## src/rtl/ram_dual_port_param_if.sv

```systemverilog
// Bus bundle for ram_dual_port_param: one write port, one read port and status.
// The master drives requests; the slave (the RAM) returns read data and status.
interface ram_dual_port_param_if #(
  parameter int DATA_WIDTH = 8,
  parameter int ADDR_WIDTH = 6
);
  logic                  we;
  logic [ADDR_WIDTH-1:0] write_addr;
  logic [DATA_WIDTH-1:0] data_in;
  logic                  re;
  logic [ADDR_WIDTH-1:0] read_addr;
  logic [DATA_WIDTH-1:0] data_out;
  logic                  read_valid;
  logic                  busy;

  modport master (
    output we, write_addr, data_in, re, read_addr,
    input  data_out, read_valid, busy
  );

  modport slave (
    input  we, write_addr, data_in, re, read_addr,
    output data_out, read_valid, busy
  );
endinterface

```

## src/rtl/ram_dual_port_param.sv

```systemverilog
// Simple dual-port RAM (one write, one read port) with a zero-fill sweep after
// reset, selectable read-during-write behaviour and optional output register.
module ram_dual_port_param #(
  parameter int DATA_WIDTH = 8,
  parameter int ADDR_WIDTH = 6,
  parameter int RDW_MODE   = 0,
  parameter int OUT_REG    = 0
) (
  input  logic                  clk,
  input  logic                  rst_n,
  ram_dual_port_param_if.slave  bus
);

  localparam int DEPTH = 1 << ADDR_WIDTH;
  localparam bit WRITE_THROUGH = (RDW_MODE != 0);

  localparam logic [0:0] ST_INIT  = 1'b0;
  localparam logic [0:0] ST_READY = 1'b1;

  logic [0:0]            state_q;
  logic [ADDR_WIDTH-1:0] sweep_ptr_q;
  logic                  ready;

  logic [DATA_WIDTH-1:0] mem [DEPTH];

  logic                  mem_we;
  logic [ADDR_WIDTH-1:0] mem_waddr;
  logic [DATA_WIDTH-1:0] mem_wdata;

  logic                  rd_accept;
  logic                  rd_bypass;
  logic [DATA_WIDTH-1:0] rd_word;

  logic [DATA_WIDTH-1:0] s1_data_q;
  logic                  s1_valid_q;

  assign ready = (state_q == ST_READY);

  // Sweep pointer walks every word once; the last word hands over to READY.
  always_ff @(posedge clk or negedge rst_n) begin
    if (!rst_n) begin
      state_q     <= ST_INIT;
      sweep_ptr_q <= '0;
    end else if (state_q == ST_INIT) begin
      // NOTE: sequential state uses non-blocking assignments so every flop
      // samples pre-edge values, independent of statement order.
      sweep_ptr_q <= sweep_ptr_q + 1'b1;
      if (sweep_ptr_q == '1) begin
        state_q <= ST_READY;
      end
    end
  end

  // Write-port mux: the sweep owns the array until READY, user writes after.
  always_comb begin
    // NOTE: every output gets a default first so no path can infer a latch.
    mem_we    = 1'b0;
    mem_waddr = bus.write_addr;
    mem_wdata = bus.data_in;
    if (rst_n) begin
      if (!ready) begin
        mem_we    = 1'b1;
        mem_waddr = sweep_ptr_q;
        mem_wdata = '0;
      end else begin
        mem_we    = bus.we;
      end
    end
  end

  // NOTE: the array has no reset so it maps onto RAM macros; the INIT sweep
  // is what clears it.
  always_ff @(posedge clk) begin
    if (mem_we) begin
      mem[mem_waddr] <= mem_wdata;
    end
  end

  // The array read at the edge returns the pre-write word; write-through
  // forwards data_in instead when both ports hit the same address.
  assign rd_accept = ready && bus.re;
  assign rd_bypass = WRITE_THROUGH && bus.we && (bus.write_addr == bus.read_addr);
  assign rd_word   = rd_bypass ? bus.data_in : mem[bus.read_addr];

  always_ff @(posedge clk or negedge rst_n) begin
    if (!rst_n) begin
      s1_data_q  <= '0;
      s1_valid_q <= 1'b0;
    end else begin
      s1_valid_q <= rd_accept;
      if (rd_accept) begin
        s1_data_q <= rd_word;
      end
    end
  end

  generate
    if (OUT_REG != 0) begin : g_out_reg
      logic [DATA_WIDTH-1:0] s2_data_q;
      logic                  s2_valid_q;

      // Second stage holds its word when no read is in flight, like stage one.
      always_ff @(posedge clk or negedge rst_n) begin
        if (!rst_n) begin
          s2_data_q  <= '0;
          s2_valid_q <= 1'b0;
        end else begin
          s2_valid_q <= s1_valid_q;
          if (s1_valid_q) begin
            s2_data_q <= s1_data_q;
          end
        end
      end

      assign bus.data_out   = s2_data_q;
      assign bus.read_valid = s2_valid_q;
    end else begin : g_no_out_reg
      assign bus.data_out   = s1_data_q;
      assign bus.read_valid = s1_valid_q;
    end
  endgenerate

  assign bus.busy = !ready;

endmodule

```

## src/flat_wrapper.sv

```systemverilog
// flat-port wrapper written by rule: the top's interface ports become plain ports
module ram_dual_port_param_flat 
#(
  parameter int DATA_WIDTH = 8,
  parameter int ADDR_WIDTH = 6,
  parameter int RDW_MODE   = 0,
  parameter int OUT_REG    = 0
)
  (clk, rst_n, bus_we, bus_write_addr, bus_data_in, bus_re, bus_read_addr, bus_data_out, bus_read_valid, bus_busy);
  ram_dual_port_param_if #(.DATA_WIDTH(DATA_WIDTH), .ADDR_WIDTH(ADDR_WIDTH)) bus_i ();
  input  logic clk;
  input  logic rst_n;
  input wire logic [$bits(bus_i.we)-1:0] bus_we;
  input wire logic [$bits(bus_i.write_addr)-1:0] bus_write_addr;
  input wire logic [$bits(bus_i.data_in)-1:0] bus_data_in;
  input wire logic [$bits(bus_i.re)-1:0] bus_re;
  input wire logic [$bits(bus_i.read_addr)-1:0] bus_read_addr;
  output wire logic [$bits(bus_i.data_out)-1:0] bus_data_out;
  output wire logic [$bits(bus_i.read_valid)-1:0] bus_read_valid;
  output wire logic [$bits(bus_i.busy)-1:0] bus_busy;
  assign bus_i.we = bus_we;
  assign bus_i.write_addr = bus_write_addr;
  assign bus_i.data_in = bus_data_in;
  assign bus_i.re = bus_re;
  assign bus_i.read_addr = bus_read_addr;
  assign bus_data_out = bus_i.data_out;
  assign bus_read_valid = bus_i.read_valid;
  assign bus_busy = bus_i.busy;
  ram_dual_port_param #(.DATA_WIDTH(DATA_WIDTH), .ADDR_WIDTH(ADDR_WIDTH), .RDW_MODE(RDW_MODE), .OUT_REG(OUT_REG)) u_core (.clk(clk), .rst_n(rst_n), .bus(bus_i));
endmodule
```

## config.mk

```make
export PLATFORM = sky130hd
export DESIGN_NAME = ram_dual_port_param_flat
export DESIGN_NICKNAME = d
export VERILOG_FILES = /design/src/rtl/ram_dual_port_param_if.sv /design/src/rtl/ram_dual_port_param.sv /design/src/flat_wrapper.sv
export SDC_FILE = /design/constraint.sdc
export NUM_CORES = 1
export LEC_CHECK = 0
export BUFFER_PORTS_ARGS = -buffer_cell sky130_fd_sc_hd__buf_2
export CAP_MARGIN = 20
export CORE_ASPECT_RATIO = 2
export CORE_MARGIN = 5
export CORE_UTILIZATION = 56
export DETAILED_ROUTE_END_ITERATION = 16
export PLACE_DENSITY_LB_ADDON = 0.1
export SYNTH_ARGS = -nofsm -noshare
export SYNTH_HDL_FRONTEND = slang
export SYNTH_SLANG_ARGS = --single-unit
```

## constraint.sdc

```tcl
create_clock -name clk -period 2.1 [get_ports clk]
set_input_delay 0.315 -clock clk [delete_from_list [all_inputs] [get_ports clk]]
set_output_delay 0.315 -clock clk [all_outputs]
set_load 0.01 [all_outputs]
```

==> metrics.md <==
| Metric | Value |
|---|---|
| Worst path required time | `2.36 ns` |
| Num Clock Sinks | `528` |
| Die ar. | `41200 um^2` |
| Slew Limit Fails | `0` |
| Cell taking the most area after synthesis | `edfxtp_1` |
| Fraction of layout cells with a size suffix above 1 | `33.1%` |
| Worst-margin pin slew | `0.836 ns` |
| Critical path, cell by cell | `nand2b_4 -> buf_4 -> buf_4 -> o21ai_0 -> nand2_1 -> buf_12 -> nor2_2 -> buf_12` |
| Clock root cell | `clkbuf_16` |
| Total wire length | `48500 um` |
| Static Leak | `8.21 nW` |
| Initial Utilization | `56.7%` |
| Clock Latency Late Sink | `0.57 ns` |
| Post-synth top cells | `edfxtp_1, mux4_2, nor2_1, mux2i_1, nand2_1` |
| Mean Syn Cell Area | `19.8 um^2` |
| Sequential element share of the synthesized area | `76.2%` |
| CTS tree | `built` |
| Critical Path Start Type | `flop` |
| Unique masters post-synth | `43` |
| Routed via count | `10600` |
| HPWL after DPL | `32000 um` |
| Drt pass-1 iters | `5` |
| Post-layout min period | `2.09 ns` |
| Number of flops mapped to enable cells by yosys | `512` |
| Core Box Area | `36500 um^2` |
| Iter 0 DRT Violations | `835` |
| Critical Path Sink Type | `flop` |
| Largest net degree at the start of global routing | `65` |
| Max rail drop VDD | `0.838 mV` |
| Largest cells by area after synthesis | `edfxtp_1, mux4_2, mux2i_1` |
| Post-route insts no fill | `1724` |
| Antenna violations before repair | `0` |
| Post-Syn Nets | `1073` |
| Ys async rst share | `3.03%` |
| Reg clk slew, reported paths | `0.06 ns` |
| Final hold viol count | `0` |
| Share of the synthesized area in the top cell type | `74.2%` |
| Crit Path Class | `flop to flop` |
| # placed instances | `1642` |
| Num CTS Buffers | `44` |
| Via density | `6.12` |
| DR WL/cell | `28.2 um` |
| Total Routing Usage GR | `24.1%` |
| Nets | `1260` |
| Clock H-tree levels | `2` |
| Seq cells post-synth | `528` |
| ANT nets after route | `0` |
| Top-level I/O count | `34` |
| Predominant post-synthesis flop cell | `edfxtp_1` |
| Total grt overflow | `0` |
| P per Cell Area | `875 nW/um^2` |
| Die H | `282 um` |
| Routability congestion estimate | `0.875` |
| Slew headroom | `42.9%` |
| Maxcap violations | `0` |
| Status | `completed` |
| Largest stage delay, worst path | `0.38 ns` |
| WP data arrival | `2.35 ns` |
| DRC errors left | `0` |
| Clock skew | `0.0335 ns` |
| Synthesized area | `20700 um^2` |
| Setup violators final | `0` |
| Synth-to-Final Area Change | `17.6%` |
| Final instance area | `24400 um^2` |
| Final worst slack | `0.00524 ns` |
| RSZ-0062 raised after global routing | `yes` |
| Gate Count Post-Synth | `1048` |
| Yosys warns | `0` |
| Crit Path Max Fanout | `11` |
| Area after DPL | `22800 um^2` |
| Final period util | `99.8%` |
| R2R cell count | `8` |
| Critical path's slowest cell | `dfrtp_1` |
| Number of core rows | `99` |
| FMAX | `0.477 GHz` |
| Most common cell in the netlist | `edfxtp_1` |
| CTS max path bufs | `3` |
| Final core occ | `66.7%` |
| Hold path depth | `4` |
| # port buffers | `33` |
| Die X | `146 um` |
| Worst hold path class | `input pin to flop` |
| Vias in the first global route | `11200` |
| Pre-CTS setup slack | `-0.292 ns` |
| Ant. Diodes | `0` |
| First-pass GRT wire length | `72400 um` |
-- kinds of logic after synthesis --
| group | after synthesis | share of synthesized area (%) |
|---|---|---|
| flops | 528 | 76.2 |
| simple gates | 187 | 4.25 |
| mux | 173 | 14.4 |
| compound gates | 95 | 3.27 |
| buf+inv | 59 | 1.67 |
| xor+xnor | 5 | 0.211 |
| fa+ha+maj | 1 | 0.0604 |
-- state kept, by name, summed over array words and instances, names as in the netlist --
name	cells
u_core.ready	1
u_core.bus.data_out	8
u_core.mem	512
u_core.bus.read_valid	1
u_core.sweep_ptr_q	6
-- where the power goes --
group	switching, W	total [W]	internal, W	leakage, nW
Combinational	0.000674	0.00115	0.000477	2.60
Sequential	0.00000631	0.0116	0.0116	4.89
Clock	0.00363	0.00857	0.00494	0.729
Total	0.00431	0.0213	0.0170	8.21
-- metal layers --
metal	up-vias	track usage [%]	part of all wire, %
met5	-	0	0
met4	0	12.2	5.4
met3	106	2.70	3.7
met2	307	44.6	56
met1	5503	27.6	35
li1	4642	-	-
-- worst max-delay path: cells and delay by family, from the launching register on --
| family | cells | cell delay (ns) |
|---|---|---|
| compound gates | 1 | 0.28 |
| buf+inv | 4 | 0.66 |
| flops | 1 | 0.38 |
| simple gates | 3 | 0.47 |
-- layout by cell type, fill, tap and decap left out, drive strengths merged, types with 5 or more instances in the layout --
master	netlist	layout
mux4	96	96
o22ai	32	32
a22o	8	8
nor2b	12	12
edfxtp	512	512
o211ai	8	8
mux2	34	34
mux2i	43	43
nor2	70	70
nand2b	8	8
nand2	41	41
dfrtp	16	16
clkbuf	14	53
and2	10	10
bufinv	0	8
clkinv	0	16
o21ai	5	5
a2111oi	8	8
nor3	17	17
nand3	13	13
buf	43	197
a22oi	16	16
a211oi	16	16
-- per-stage QoR --
stage	power, W	TNS [ns]	hold WS (ns)
after floorplan	0.0124	-49.57	0.0194
after global placement	0.0130	-8.18	0.310
after detailed placement	0.0130	-16.94	0.317
after CTS	0.0215	0	0.164
after global routing	0.0220	-9.25	0.194
final	0.0213	0	0.198
-- what timing repair did --
item                                   CTS  global route
endpoints found under the hold margin   16             0
resized for setup                        9            19
hold buffers                             1             0
setup buffers                            0             0
setup endpoints to repair              488           354
cloned                                   0             0
-- worst paths after layout --
kind / start / to / slack (ns)
setup / recovery: u_core.ready / u_core.mem[10][3] / 0.005
hold / removal: bus_re / u_core.bus.read_valid / 0.20
setup reg to reg: u_core.ready / u_core.mem[10][3] / 0.005
hold reg to reg: u_core.bus.data_out[3] / u_core.bus.data_out[3] / 0.51
max in group asynchronous: rst_n / u_core.bus.data_out[1] / 1.54
min in group asynchronous: rst_n / u_core.bus.data_out[5] / 0.33
-- area by class of cell --
type / count / area, um^2
clock buffer: 53 / 1160
inverter: 2 / 7.51
timing repair buffer: 198 / 1850
multi-input combinational: 461 / 4650
tap: 454 / 568
sequential: 528 / 15800
clock inverter: 28 / 352
fill: 2436 / 12200
No activity file was read; power rests on OpenSTA's default activity.
